[src/rtl/bcp_scheduler_pkg.sv]
// Shared types and sizing for the BCP clause scheduler slice.
package sat_pkg;

  localparam int unsigned VAR_PER_CLAUSE = 5;
  localparam int unsigned NUM_VARIABLE   = 128;
  localparam int unsigned VARIABLE_INDEX = 6;
  localparam int unsigned NUM_CLAUSE     = 256;
  localparam int unsigned CLAUSE_INDEX   = 7;

  localparam int unsigned VAR_W  = VARIABLE_INDEX + 1;
  localparam int unsigned ADDR_W = CLAUSE_INDEX + 1;
  localparam int unsigned CNT_W  = CLAUSE_INDEX + 2;
  localparam int unsigned SLOT_W = $clog2(VAR_PER_CLAUSE);

  typedef struct packed {
    logic [VAR_PER_CLAUSE-1:0]            mask;
    logic [VAR_PER_CLAUSE-1:0]            pole;
    logic [VAR_PER_CLAUSE-1:0][VAR_W-1:0] variable;
  } clause_t;

  typedef enum logic [2:0] {
    IDLE,
    FETCH,
    LOAD,
    EVAL,
    EMIT,
    FINISH
  } bcp_state_t;

endpackage

[src/rtl/bcp_scheduler_if.sv]
// Clause RAM read port and implication stream between scheduler and its neighbours.
interface bcp_scheduler_if;
  import sat_pkg::*;

  logic              clause_rd_en;
  logic [ADDR_W-1:0] clause_rd_addr;
  clause_t           clause_rd_data;

  logic              impl_valid;
  logic              impl_ready;
  logic [VAR_W-1:0]  impl_var;
  logic              impl_val;

  modport master (
    output clause_rd_en, clause_rd_addr,
    input  clause_rd_data,
    output impl_valid, impl_var, impl_val,
    input  impl_ready
  );

  modport slave (
    input  clause_rd_en, clause_rd_addr,
    output clause_rd_data,
    input  impl_valid, impl_var, impl_val,
    output impl_ready
  );

endinterface

[src/rtl/bcp_scheduler_eval.sv]
// Combinational classification of one clause: conflict, or unit with its implied literal.
module unit_clause_eval
  import sat_pkg::*;
(
  input  logic [VAR_PER_CLAUSE-1:0] mask,
  input  logic [VAR_PER_CLAUSE-1:0] pole,
  input  logic [VAR_PER_CLAUSE-1:0] unassign,
  input  logic [VAR_PER_CLAUSE-1:0] val,
  output logic                      conflict_c,
  output logic                      unit_clause_c,
  output logic [VAR_PER_CLAUSE-1:0] implied_variable_c,
  output logic                      new_val_c
);

  logic [VAR_PER_CLAUSE-1:0] lit_sat;
  logic [VAR_PER_CLAUSE-1:0] open_lit;
  logic                      satisfied;
  logic                      single_open;

  assign lit_sat     = mask & ~unassign & (val ^ pole);
  assign open_lit    = mask & unassign;
  assign satisfied   = |lit_sat;
  // Power-of-two test: exactly one open literal remains.
  assign single_open = (open_lit != '0) &&
                       ((open_lit & (open_lit - VAR_PER_CLAUSE'(1))) == '0);

  assign conflict_c         = (|mask) && !satisfied && (open_lit == '0);
  assign unit_clause_c      = !satisfied && single_open;
  assign implied_variable_c = unit_clause_c ? open_lit : '0;
  assign new_val_c          = ~|(pole & implied_variable_c);

endmodule

[src/rtl/bcp_scheduler.sv]
// Walks clause memory, evaluates each clause and streams out unit implications.
module bcp_scheduler
  import sat_pkg::*;
(
  input  logic                    clk,
  input  logic                    rst,
  input  logic                    start,
  input  logic                    abort,
  input  logic [CNT_W-1:0]        num_clauses,
  input  logic [NUM_VARIABLE-1:0] var_unassign,
  input  logic [NUM_VARIABLE-1:0] var_val,
  bcp_scheduler_if.master         bus,
  output logic                    busy,
  output logic                    done,
  output logic                    conflict,
  output logic [ADDR_W-1:0]       conflict_clause,
  output logic [CNT_W-1:0]        impl_count
);

  bcp_state_t                state;
  logic [CNT_W-1:0]          idx;
  logic [CNT_W-1:0]          n_clauses;
  logic [CNT_W-1:0]          idx_next;
  logic                      last;
  logic                      rd_en;
  logic [ADDR_W-1:0]         rd_addr;
  logic                      impl_valid;
  logic [VAR_W-1:0]          impl_var;
  logic                      impl_val;
  clause_t                   clause_q;
  logic [VAR_PER_CLAUSE-1:0] unassign_q;
  logic [VAR_PER_CLAUSE-1:0] val_q;

  logic                      eval_conflict_c;
  logic                      eval_unit_c;
  logic [VAR_PER_CLAUSE-1:0] eval_implied_c;
  logic                      eval_new_val_c;

  function automatic logic [SLOT_W-1:0] onehot2idx(input logic [VAR_PER_CLAUSE-1:0] oh);
    logic [SLOT_W-1:0] pos;
    pos = '0;
    for (int i = 0; i < VAR_PER_CLAUSE; i++) begin
      if (oh[i]) pos = pos | SLOT_W'(i);
    end
    return pos;
  endfunction

  assign idx_next = idx + CNT_W'(1);
  assign last     = (idx_next == n_clauses);

  assign bus.clause_rd_en   = rd_en;
  assign bus.clause_rd_addr = rd_addr;
  assign bus.impl_valid     = impl_valid;
  assign bus.impl_var       = impl_var;
  assign bus.impl_val       = impl_val;

  unit_clause_eval u_eval (
    .mask               (clause_q.mask),
    .pole               (clause_q.pole),
    .unassign           (unassign_q),
    .val                (val_q),
    .conflict_c         (eval_conflict_c),
    .unit_clause_c      (eval_unit_c),
    .implied_variable_c (eval_implied_c),
    .new_val_c          (eval_new_val_c)
  );

  // Pass sequencer; strobes (rd_en, done) are set on entry to the state that owns them.
  always_ff @(posedge clk or posedge rst) begin
    if (rst) begin
      state           <= IDLE;
      idx             <= '0;
      n_clauses       <= '0;
      rd_en           <= 1'b0;
      rd_addr         <= '0;
      clause_q        <= '0;
      unassign_q      <= '0;
      val_q           <= '0;
      impl_valid      <= 1'b0;
      impl_var        <= '0;
      impl_val        <= 1'b0;
      busy            <= 1'b0;
      done            <= 1'b0;
      conflict        <= 1'b0;
      conflict_clause <= '0;
      impl_count      <= '0;
    end else begin
      rd_en <= 1'b0;
      done  <= 1'b0;
      unique case (state)
        IDLE: begin
          if (start) begin
            busy            <= 1'b1;
            conflict        <= 1'b0;
            conflict_clause <= '0;
            impl_count      <= '0;
            idx             <= '0;
            n_clauses       <= num_clauses;
            rd_addr         <= '0;
            if (num_clauses == '0) begin
              state <= FINISH;
              done  <= 1'b1;
            end else begin
              state <= FETCH;
              rd_en <= 1'b1;
            end
          end
        end
        FETCH: begin
          if (abort) begin
            state <= FINISH;
            done  <= 1'b1;
          end else begin
            state <= LOAD;
          end
        end
        LOAD: begin
          if (abort) begin
            state <= FINISH;
            done  <= 1'b1;
          end else begin
            clause_q <= bus.clause_rd_data;
            for (int i = 0; i < VAR_PER_CLAUSE; i++) begin
              unassign_q[i] <= var_unassign[bus.clause_rd_data.variable[i]];
              val_q[i]      <= var_val[bus.clause_rd_data.variable[i]];
            end
            state <= EVAL;
          end
        end
        EVAL: begin
          if (abort) begin
            state <= FINISH;
            done  <= 1'b1;
          end else if (eval_conflict_c) begin
            conflict        <= 1'b1;
            conflict_clause <= idx[ADDR_W-1:0];
            state           <= FINISH;
            done            <= 1'b1;
          end else if (eval_unit_c) begin
            impl_valid <= 1'b1;
            impl_var   <= clause_q.variable[onehot2idx(eval_implied_c)];
            impl_val   <= eval_new_val_c;
            state      <= EMIT;
          end else begin
            idx <= idx_next;
            if (last) begin
              state <= FINISH;
              done  <= 1'b1;
            end else begin
              state   <= FETCH;
              rd_en   <= 1'b1;
              rd_addr <= idx_next[ADDR_W-1:0];
            end
          end
        end
        EMIT: begin
          if (abort) begin
            impl_valid <= 1'b0;
            state      <= FINISH;
            done       <= 1'b1;
          end else if (bus.impl_ready) begin
            impl_valid <= 1'b0;
            impl_count <= impl_count + CNT_W'(1);
            idx        <= idx_next;
            if (last) begin
              state <= FINISH;
              done  <= 1'b1;
            end else begin
              state   <= FETCH;
              rd_en   <= 1'b1;
              rd_addr <= idx_next[ADDR_W-1:0];
            end
          end
        end
        FINISH: begin
          state <= IDLE;
          busy  <= 1'b0;
        end
        default: state <= IDLE;
      endcase
    end
  end

endmodule

[src/flat_wrapper.sv]
// flat-port wrapper written by rule: the top's interface ports become plain ports
module bcp_scheduler_flat import sat_pkg::*;
  (clk, rst, start, abort, num_clauses, var_unassign, var_val, busy, done, conflict, conflict_clause, impl_count, bus_clause_rd_en, bus_clause_rd_addr, bus_clause_rd_data, bus_impl_valid, bus_impl_var, bus_impl_val, bus_impl_ready);
  bcp_scheduler_if bus_i ();
  input  logic clk;
  input  logic rst;
  input  logic start;
  input  logic abort;
  input  logic [CNT_W-1:0] num_clauses;
  input  logic [NUM_VARIABLE-1:0] var_unassign;
  input  logic [NUM_VARIABLE-1:0] var_val;
  output logic busy;
  output logic done;
  output logic conflict;
  output logic [ADDR_W-1:0] conflict_clause;
  output logic [CNT_W-1:0] impl_count;
  output wire logic [$bits(bus_i.clause_rd_en)-1:0] bus_clause_rd_en;
  output wire logic [$bits(bus_i.clause_rd_addr)-1:0] bus_clause_rd_addr;
  input wire logic [$bits(bus_i.clause_rd_data)-1:0] bus_clause_rd_data;
  output wire logic [$bits(bus_i.impl_valid)-1:0] bus_impl_valid;
  output wire logic [$bits(bus_i.impl_var)-1:0] bus_impl_var;
  output wire logic [$bits(bus_i.impl_val)-1:0] bus_impl_val;
  input wire logic [$bits(bus_i.impl_ready)-1:0] bus_impl_ready;
  assign bus_clause_rd_en = bus_i.clause_rd_en;
  assign bus_clause_rd_addr = bus_i.clause_rd_addr;
  assign bus_i.clause_rd_data = bus_clause_rd_data;
  assign bus_impl_valid = bus_i.impl_valid;
  assign bus_impl_var = bus_i.impl_var;
  assign bus_impl_val = bus_i.impl_val;
  assign bus_i.impl_ready = bus_impl_ready;
  bcp_scheduler u_core (.clk(clk), .rst(rst), .start(start), .abort(abort), .num_clauses(num_clauses), .var_unassign(var_unassign), .var_val(var_val), .bus(bus_i), .busy(busy), .done(done), .conflict(conflict), .conflict_clause(conflict_clause), .impl_count(impl_count));
endmodule
[config.mk]
export PLATFORM = sky130hd
export DESIGN_NAME = bcp_scheduler_flat
export DESIGN_NICKNAME = d
export VERILOG_FILES = /design/src/rtl/bcp_scheduler_pkg.sv /design/src/rtl/bcp_scheduler_if.sv /design/src/rtl/bcp_scheduler_eval.sv /design/src/rtl/bcp_scheduler.sv /design/src/flat_wrapper.sv
export SDC_FILE = /design/constraint.sdc
export NUM_CORES = 1
export LEC_CHECK = 0
export CAP_MARGIN = 0
export CORE_MARGIN = 8
export CORE_UTILIZATION = 50
export CTS_CLUSTER_SIZE = 30
export DETAILED_ROUTE_END_ITERATION = 8
export PLACE_DENSITY = 0.79
export SETUP_SLACK_MARGIN = 0.3
export SLEW_MARGIN = 20
export SYNTH_ARGS = -nofsm -noshare
export SYNTH_HDL_FRONTEND = slang
export SYNTH_SLANG_ARGS = --single-unit
[constraint.sdc]
create_clock -name clk -period 4.05 [get_ports clk]
set_clock_uncertainty 0.1 [all_clocks]
set_input_delay 0.6075 -clock clk [delete_from_list [all_inputs] [get_ports clk]]
set_output_delay 0.6075 -clock clk [all_outputs]
set_load 0.01 [all_outputs]
==> impl_results.md, run 1 <==
- Count of pins over their slew limit: 0
- Clock Tree Root: clkbuf_16
- TritonRoute pass-1 iters: 6
- Post-synth ARST share: between 90% and 100%
- Max H-tree Level: 4
- Final Util: between 60 and 70%
- Crit path required time: between 4 and 5 ns
- IR drop worst, VDD: roughly 340 uV
- Slew headroom: approximately a quarter
- Synth Flop Type: dfrtp_1
- Gr ovfl total: 0
- Io pins: approximately 350
- Crit share post-route: 78.6%
- Met3 Wirelength: ~9.6 mm
- Clk slew on worst S/H paths: roughly 0.060 ns
- Setup WS pre-CTS: between 0.6 and 0.7 ns
- PwrDens: 345 nW/um2
- TritonCTS clock tree: done
- Cell Area, Synth: roughly 16,000 um2
- Reg2reg start: u_core.unassign_q[4]
- Min-Delay Endpoint: u_core.clause_q[16]
- Final ANT Viol Nets: 0
- Power after layout: between 7 and 8 mW
- Initial antenna violation count: 4
- Die height: just under 200 um
- Synth Instances: 1,430
- Final WL: between 60 and 70 mm
- R2r setup slk: between 0.8 and 0.9 ns
- Fill cell count: approximately 2,500
- Reg2reg end: u_core.idx[5]
- Core region area: between 30,000 and 40,000 um2
- Die area: 38,500 um2
- Vias in the first global route: approximately 16,000
- Leak: between 7 and 8 nW
- Register Area: ~2900 um2
- Critical Path AT: ~3.4 ns
- Post-CTS Setup Repair Bufs: 0
- Number of enable flip-flop cells after synthesis: 0
- Hold depth: 2
- Met1 Wirelength: approximately 23 mm
- Yosys reg bits: 114
- CP Capture Type: flip-flop
- MaxCap Viol Count: 0
- RSZ-0062 raised after global routing: no
- First-pass GRT wire length: roughly 100 mm
- Critical Path Start Type: flip-flop
- Diode count: 0
- Top cell type's share of synthesized area: between 40% and 50%
- Ys Warns: 0
- Layout area overhead: 27.8%
- Max Used Layer: met5
- Dominant cells by area after synthesis: mux4_2 (45%), dfrtp_1 (18%), mux2i_1 (4.9%)
- Setup TNS: 0 ns
- R2r worst-path depth: 7
- Final setup fails: 0
- Die Width: around 200 um
- Area of the multi-input gates: between 10,000 and 15,000 um2
- Initial core utilization: between 50 and 60%
- Seq/Total Area, Yosys: 17.5%
- Final-report hold violation count: 0
- IO buf count: about 350
- Clock Latency Late Sink: ~0.42 ns
- Gpl congestion: 1.06
- GR Util All Layers: a little over a third
- Routed wire per std cell: 31.9 um
- Hold-fix buffers, CTS: 0
- Mapped Avg Cell Area: 11.4 um2
- Worst setup path category: flip-flop to flip-flop
- WL met2: 32.0 mm
- Final nets: around 2,000
- Slew @ Worst Pin: around 1.1 ns
- Vias: roughly 16,000
- Clk buf depth: 2
- Critical-path maximum fanout: 18
- Synth unique cells: ~80
- DRC: 0
- Final min period: about 3.2 ns
- DRT iter0 DRCs: about 2,400
- Hold WS: between 0.3 and 0.4 ns
- Critical Path Start: u_core.unassign_q[4]
- Num rows: 66
- Total CTS buffers: 17
- Fmax: 0.314 GHz
- Hold crit path type: flip-flop to flip-flop
- Share of post-route cells with drive strength above 1: between 20% and 30%
- Largest net degree at the start of global routing: 68
- Status: completed
- Post-DP HPWL: approximately 54 mm
- # clock sinks: approximately 110
- Avg Vias per Cell: between 7 and 8
- Leading area contributor after synthesis: mux4_2
- Hold_sp: u_core.clause_q[16]
- Worst Slack Setup Final: slightly below 0.9 ns
- Synthesized net count: ~1,700
- CTS resizes: 0
logic make-up after synthesis:
logic type	after synthesis	share of synthesized area, %
xor gates and xnor gates	28	1.95
adders and majority gates	2	0.154
muxes	435	52.1
AOI/OAI and AO/OA	275	12.1
and+or+nand+nor	394	11.3
buffers and inverters	182	4.88
DFF	114	17.5
critical path, stage by stage (launching register included):
cell,delay [ns]
dfrtp_1,0.58
nand2_1,0.39
xnor2_1,0.33
a2111o_1,0.21
a31oi_2,0.09
buf_4,0.20
or3_1,0.69
o41ai_1,0.45
cell usage in the layout, fill, tap and decap left out, types with 19 or more instances in the layout:
cell	netlist	layout
a21oi_1	41	41
clkdlybuf4s50_1	0	338
buf_4	6	67
mux4_2	326	326
mux2_2	29	29
a31oi_1	20	20
nor2b_1	33	33
nand2_1	176	176
nand3_1	35	35
mux2i_1	79	79
nor2_1	63	63
a211oi_1	26	26
nand2b_1	21	21
a22oi_1	19	19
o22ai_1	24	24
dfrtp_1	114	114
o21ai_0	39	39
nor3_1	23	22
inv_1	29	28
worst max path at each step:
stage / endpoint / depth (start not counted)
floorplan: u_core.bus.clause_rd_addr[0] / 1
global placement: u_core.bus.clause_rd_addr[2] / 6
detailed placement: u_core.bus.clause_rd_addr[2] / 6
CTS: u_core.bus.clause_rd_addr[5] / 7
global route: u_core.bus.clause_rd_addr[2] / 6
finish: u_core.idx[5] / 7
per-layer routing:
layer / global-route usage [%] / vias to the layer above
li1: - / 6457
met1: 44.1 / 7957
met2: 56.1 / 1487
met3: 10.5 / 307
met4: 17.5 / 6
met5: 0 / -
Yosys cell counts (8+ instances only):
cell type and n:
o211ai_1 8, a31oi_1 20, clkbuf_1 69, buf_2 57, a22oi_1 19, mux4_2 326, a21oi_1 41, a211oi_1 26
o22ai_1 24, nand2_1 176, nand3_1 35, o31ai_1 15, nor2b_1 33, o32ai_1 8, mux2i_1 79, o21ai_0 39
dfrtp_1 114, xnor2_1 12, inv_1 29, buf_1 17, nand2b_1 21, nor2_1 63, nor3_1 23, xor2_1 11
mux2_2 29
flip-flops by register name (all words and copies together) (netlist names):
register / cells
u_core.idx: 9
u_core.bus.clause_rd_addr: 8
u_core.n_clauses: 9
u_core.bus.impl_valid: 1
u_core.busy: 1
u_core.bus.impl_val: 1
u_core.conflict_clause: 8
u_core.impl_count: 9
u_core.done: 1
u_core.unassign_q: 5
u_core.state: 3
u_core.conflict: 1
u_core.bus.clause_rd_en: 1
u_core.bus.impl_var: 7
u_core.clause_q: 45
u_core.val_q: 5
where the power goes:
group	switching, mW	internal (mW)	leakage, nW	total, mW
registers	0.367	1.51	1.45	1.87
clock network	0.549	0.981	0.285	1.53
logic	1.96	1.81	5.86	3.76
total	2.87	4.29	7.59	7.17
per-stage QoR:
stage,cells,cell area (um2)
6_report,2169,20800
5_1_grt,2169,20800
4_1_cts,2169,20800
3_5_place_dp,2137,20200
3_3_place_gp,2137,20200
2_1_floorplan,1430,16300
layout make-up:
class / instances / share of cell area [%]
multi-input cells: 1134 / 60.7
repair buffers: 417 / 19.4
flip-flops and latches: 114 / 13.7
well taps: 442 / 2.66
clock buffers: 19 / 2.13
clock inverters: 13 / 0.777
inverters: 30 / 0.554
Note: power is estimated with default switching activity, not from simulation.
==> run 2, diff against run 1 <==
==> constraint.sdc (replaced) <==
create_clock -name clk -period 3.22 [get_ports clk]
set_clock_uncertainty 0.1 [all_clocks]
set_input_delay 0.483 -clock clk [delete_from_list [all_inputs] [get_ports clk]]
set_output_delay 0.483 -clock clk [all_outputs]
set_load 0.01 [all_outputs]
==> impl_results.md, run 2 (synthesis results as in run 1) <==
- Reg2reg end: u_core.bus.clause_rd_addr[5]
- Post-DP HPWL: 55.2 mm (+2.5%)
- Share of post-route cells with drive strength above 1: 30.7% (+2.7 points)
- Initial core utilization: 50.4% (unchanged)
- Cells after DPL: 2,197 (+2.8%)
- R2r setup slk: 0.41 ns (-0.46 ns)
- Initial antenna violation count: 2 (-2)
- Reg2reg start: u_core.idx[0]
- TritonCTS clock tree: done
- Reg with most FFs: u_core.clause_q
- Total CTS buffers: 17 (unchanged)
- Max H-tree Level: 4 (unchanged)
- Avg Vias per Cell: 7.31 (-2.2%)
- Status: completed
- Commonest non-fill, non-tap cells in the layout: clkdlybuf4s50_1 (338), mux4_2 (326), nand2_1 (176)
- Final ANT Viol Nets: 0 (unchanged)
- Hold crit path type: flip-flop to flip-flop
- Count of pins over their slew limit: 0 (unchanged)
- Leak: 7.96 nW (+4.9%)
- TritonRoute pass-1 iters: 5 (-1)
- Hold depth: 2 (unchanged)
- CP Capture Type: flip-flop
- Fmax: 0.356 GHz (+13%)
- Routed wire per std cell: 31.0 um (-2.9%)
- Die area: 38,500 um2 (unchanged)
- First-pass GRT wire length: 105 mm (+1.4%)
- DRT iter0 DRCs: 2,147 (-10%)
- Critical Path AT: 3.03 ns (-0.35 ns)
- Most common cell after layout, fill and taps aside: clkdlybuf4s50_1
- Gr ovfl total: 0 (unchanged)
- Slew headroom: 33.8% (+7.5 points)
- Clk slew on worst S/H paths: 0.06 ns (about the same)
- Die Width: 196 um (unchanged)
- GR Util All Layers: 35.7% (+0.30 points)
- Die height: 196 um (unchanged)
- Layout area overhead: 32.0%
- Final setup fails: 0 (unchanged)
- Critical Path Start Type: flip-flop
- RSZ-0062 raised after global routing: no
- Final min period: 2.81 ns (-0.370 ns)
- Crit share post-route: 87.4% (+8.8 points)
- # clock sinks: 114 (unchanged)
- Vias in the first global route: 16,500 (+1.8%)
- Core region area: 32,300 um2 (unchanged)
- Critical Path Start: u_core.idx[0]
- Min-Delay Endpoint: u_core.clause_q[24]
- Io pins: 353 (unchanged)
- Final WL: 69.1 mm (-0.12%)
- Num rows: 66 (unchanged)
- DRC: 0 (unchanged)
- Vias: 16,300 (+0.56%)
- Setup TNS: 0 ns (unchanged)
- Clock Latency Late Sink: 0.42 ns (about the same)
- Fin cells: 2,231 (+2.9%)
- Post-CTS Setup Repair Bufs: 0 (unchanged)
- Final-report hold violation count: 0 (unchanged)
- PwrDens: 429 nW/um2 (+24%)
- Slew @ Worst Pin: 0.987 ns (-0.114 ns)
- Worst setup path category: flip-flop to flip-flop
- MaxCap Viol Count: 0 (unchanged)
- IR drop worst, VDD: 326 uV (-4.1%)
- Hold_sp: u_core.clause_q[24]
- IO buf count: 352 (unchanged)
- Max FFs per register: 45 (unchanged)
- Gpl congestion: 1.03 (-3.5%)
- Largest net degree at the start of global routing: 47 (-31%)
- Final nets: 2,091 (+3.0%)
- Clk buf depth: 2 (unchanged)
- Crit path required time: 3.43 ns (-0.82 ns)
- R2r worst-path depth: 7 (unchanged)
- Clock Tree Root: clkbuf_16
- Critical-path maximum fanout: 8 (-10)
## run 2: worst max path at each step
stage	endpoint	slack, ns	cells past startpoint
floorplan	u_core.unassign_q[4]	0.59	8
global placement	u_core.unassign_q[3]	0.20	8
detailed placement	u_core.unassign_q[3]	0.13	8
CTS	u_core.bus.clause_rd_addr[5]	0.32	7
global route	u_core.bus.clause_rd_addr[3]	0.31	7
finish	u_core.bus.clause_rd_addr[5]	0.41	7
## run 2: worst max-delay path, stage by stage (launching register included)
cell and delay, ns:
dfrtp_2 0.48, ha_2 0.26, nand2_1 0.14, or4_1 0.54
a2111o_1 0.46, and4bb_2 0.38, a311oi_4 0.18, o32ai_1 0.17
## run 2: layer usage
| metal | track usage (%) | up-vias | routed length [um] |
|---|---|---|---|
| met5 | 0 | - | 29 |
| met4 | 16.1 | 4 | 3700 |
| met3 | 8.76 | 265 | 8500 |
| met2 | 57.8 | 1391 | 32900 |
| met1 | 45.1 | 8068 | 24000 |
| li1 | - | 6577 | - |
## run 2: power by group
group	total (mW)	internal [mW]	switching (mW)
registers	2.34	1.89	0.449
logic	4.86	2.39	2.46
clock network	2.01	1.24	0.767
total	9.21	5.53	3.68
## run 2: area by class of cell
cell class	instances	area, um2
multi-input cells	1134	12600
fillers	2446	10800
repair buffers	477	4670
flip-flops and latches	114	2850
well taps	442	553
clock buffers	17	425
clock inverters	15	193
inverters	30	116
diodes	2	5.00
## run 2: timing repair
item / CTS / global route
pin swaps: 0 / 0
resized for setup: 2 / 3
endpoints found under the setup margin: 9 / 9
endpoints found under the hold margin: 0 / 0
hold buffers: 0 / 0
## run 2: per-stage QoR
stage	power [mW]	hold slack, ns	utilization [%]	area, um2	setup WS (ns)
final	9.21	0.372	66.4	21500	0.407
after global routing	9.69	0.399	66.4	21400	0.308
after CTS	9.15	0.369	66.4	21400	0.322
after detailed placement	7.10	0.355	64.5	20800	0.133
after global placement	7.01	0.352	64.5	20800	0.198
after floorplan	5.20	0.337	-	16300	0.592
==> run 3, diff against run 2 <==
--- a/config.mk
+++ b/config.mk
@@ -10,8 +10,9 @@
 export CORE_UTILIZATION = 50
 export CTS_CLUSTER_SIZE = 30
 export DETAILED_ROUTE_END_ITERATION = 8
+export HOLD_SLACK_MARGIN = 0.02
 export PLACE_DENSITY = 0.79
-export SETUP_SLACK_MARGIN = 0.3
+export SETUP_SLACK_MARGIN = 0.1
 export SLEW_MARGIN = 20
 export SYNTH_ARGS = -nofsm -noshare
 export SYNTH_HDL_FRONTEND = slang
==> impl_results.md, run 3 (synthesis results as in run 1) <==
- Slew headroom: 34.3% (+0.49 points)
- Cells after DPL: 2,197 (unchanged)
- Hold depth: 2 (unchanged)
- Post-DP HPWL: 55.2 mm (unchanged)
- Initial core utilization: 50.4% (unchanged)
- CP cell instances: ha_1 -> nand2_1 -> or4_1 -> a2111o_1 -> nor3b_1 -> and2_2 -> o32ai_1
- Share of post-route cells with drive strength above 1: 30.6% (-0.11 points)
- Reg2reg start: u_core.idx[0]
- Status: completed
- IO buf count: 352 (unchanged)
- Reg2reg end: u_core.bus.clause_rd_addr[5]
- Fin cells: 2,230 (-0.045%)
- Gr ovfl total: 0 (unchanged)
- Layout area overhead: 31.9% (about the same)
- TritonCTS clock tree: done
- Io pins: 353 (unchanged)
- Vias in the first global route: 16,500 (-0.073%)
- Die area: 38,500 um2 (unchanged)
- Crit share post-route: 90.5% (+3.2 points)
- Min-Delay Endpoint: u_core.clause_q[24]
- RSZ-0062 raised after global routing: no
- MaxCap Viol Count: 0 (unchanged)
- R2r worst-path depth: 7 (unchanged)
- Largest net degree at the start of global routing: 47 (unchanged)
- Vias: 16,300 (-0.26%)
- DRC: 0 (unchanged)
- Crit path depth: 7 (unchanged)
- Post-route cell area: 21,400 um2 (about the same)
- Post-DP Area: 20,800 um2 (unchanged)
- Final-report hold violation count: 0 (unchanged)
- DRT iter0 DRCs: 2,148 (+0.047%)
- Max FFs per register: 45 (unchanged)
- R2r setup slk: 0.30 ns (-0.10 ns)
- Crit path required time: 3.39 ns (-0.04 ns)
- Largest delay share family, worst path: simple AND/OR/NAND/NOR gates
- TritonRoute pass-1 iters: 7 (+2)
- Clk slew on worst S/H paths: 0.06 ns (about the same)
- Gpl congestion: 1.03 (unchanged)
- Slowest stage delay, CP: 0.54 ns (about the same)
- First-pass GRT wire length: 105 mm (about the same)
- Final WL: 69.4 mm (+0.41%)
- Most common cell after layout, fill and taps aside: clkdlybuf4s50_1
- Worst setup path category: flip-flop to flip-flop
- Clock Latency Late Sink: 0.41 ns (about the same)
- Hold_sp: u_core.clause_q[24]
- IR drop worst, VDD: 326 uV (about the same)
- Routed wire per std cell: 31.1 um (+0.45%)
- Final setup fails: 0 (unchanged)
- Hold-fix buffers, CTS: 0 (unchanged)
- Buf/Inv on CP: 0 (unchanged)
- Total CTS buffers: 17 (unchanged)
- Core region area: 32,300 um2 (unchanged)
- Critical path's slowest cell: or4_1
- Count of pins over their slew limit: 0 (unchanged)
- GR Util All Layers: 35.7% (about the same)
- Setup TNS: 0 ns (unchanged)
- Commonest non-fill, non-tap cells in the layout: clkdlybuf4s50_1 (338), mux4_2 (326), nand2_1 (176)
- Hold crit path type: flip-flop to flip-flop
- Die height: 196 um (unchanged)
- Leak: 7.96 nW (about the same)
- Final Util: 66.4% (about the same)
- Final ANT Viol Nets: 0 (unchanged)
- Final min period: 2.92 ns (+0.102 ns)
- Initial antenna violation count: 2 (unchanged)
- CP Capture Type: flip-flop
- Fmax: 0.343 GHz (-3.5%)
- Register Area: 2850 um2 (unchanged)
- Clock Tree Root: clkbuf_16
- Avg Vias per Cell: 7.29 (-0.22%)
- Die Width: 196 um (unchanged)
- Critical-path maximum fanout: 9 (+1)
- Critical Path AT: 3.08 ns (+0.05 ns)
- Fill cell count: 2,449 (+0.12%)
- PwrDens: 429 nW/um2 (about the same)
- # clock sinks: 114 (unchanged)
- Clk buf depth: 2 (unchanged)
- Max H-tree Level: 4 (unchanged)
- Num rows: 66 (unchanged)
- Slew @ Worst Pin: 0.979 ns (-0.00727 ns)
- Final nets: 2,091 (unchanged)
- Critical Path Start Type: flip-flop
- Reg with most FFs: u_core.clause_q
- Area of the multi-input gates: 12,600 um2 (about the same)
run 3: worst max path at each step:
stage                           start                            to
6_report                u_core.idx[0]  u_core.bus.clause_rd_addr[5]
5_1_grt                 u_core.idx[0]  u_core.bus.clause_rd_addr[3]
4_1_cts                 u_core.idx[0]  u_core.bus.clause_rd_addr[5]
3_5_place_dp   bus_clause_rd_data[24]          u_core.unassign_q[3]
3_3_place_gp   bus_clause_rd_data[24]          u_core.unassign_q[3]
2_1_floorplan  bus_clause_rd_data[28]          u_core.unassign_q[4]
run 3: layout make-up:
class / instances / area share, %
Multi-Input combinational cell: 1134 / 58.9
Timing Repair Buffer: 477 / 21.8
Sequential cell: 114 / 13.3
Tap cell: 442 / 2.58
Clock buffer: 17 / 1.98
Clock inverter: 15 / 0.899
Inverter: 30 / 0.543
Antenna cell: 1 / 0.0117
run 3: where the power goes:
group,internal [mW],switching (mW)
clock,1.24,0.761
combinational,2.39,2.47
sequential,1.89,0.448
total,5.53,3.67
run 3: what timing repair did:
action	in CTS	in global routing
buffers inserted	0	0
resized for setup	1	1
endpoints found under the setup margin	2	9
run 3: metrics by stage:
step | setup slack (ns) | power, mW | hold slack, ns
2_1_floorplan | 0.592 | 5.20 | 0.337
3_3_place_gp | 0.198 | 7.01 | 0.352
3_5_place_dp | 0.133 | 7.10 | 0.355
4_1_cts | 0.212 | 9.14 | 0.369
5_1_grt | 0.150 | 9.68 | 0.399
6_report | 0.305 | 9.20 | 0.372
run 3: tightest hold or removal path, cell delays in order (launching register included):
cell and delay [ns]:
dfrtp_1 0.33, nand2_1 0.04, o21ai_0 0.06
run 3: routing by layer:
layer / up-vias / GRT usage [%] / share of wire (%)
met4: 4 / 16.0 / 5.6
met2: 1382 / 57.8 / 47
met1: 8037 / 45.1 / 35
li1: 6566 / - / -
met3: 273 / 8.72 / 12
met5: - / 0 / 0.042
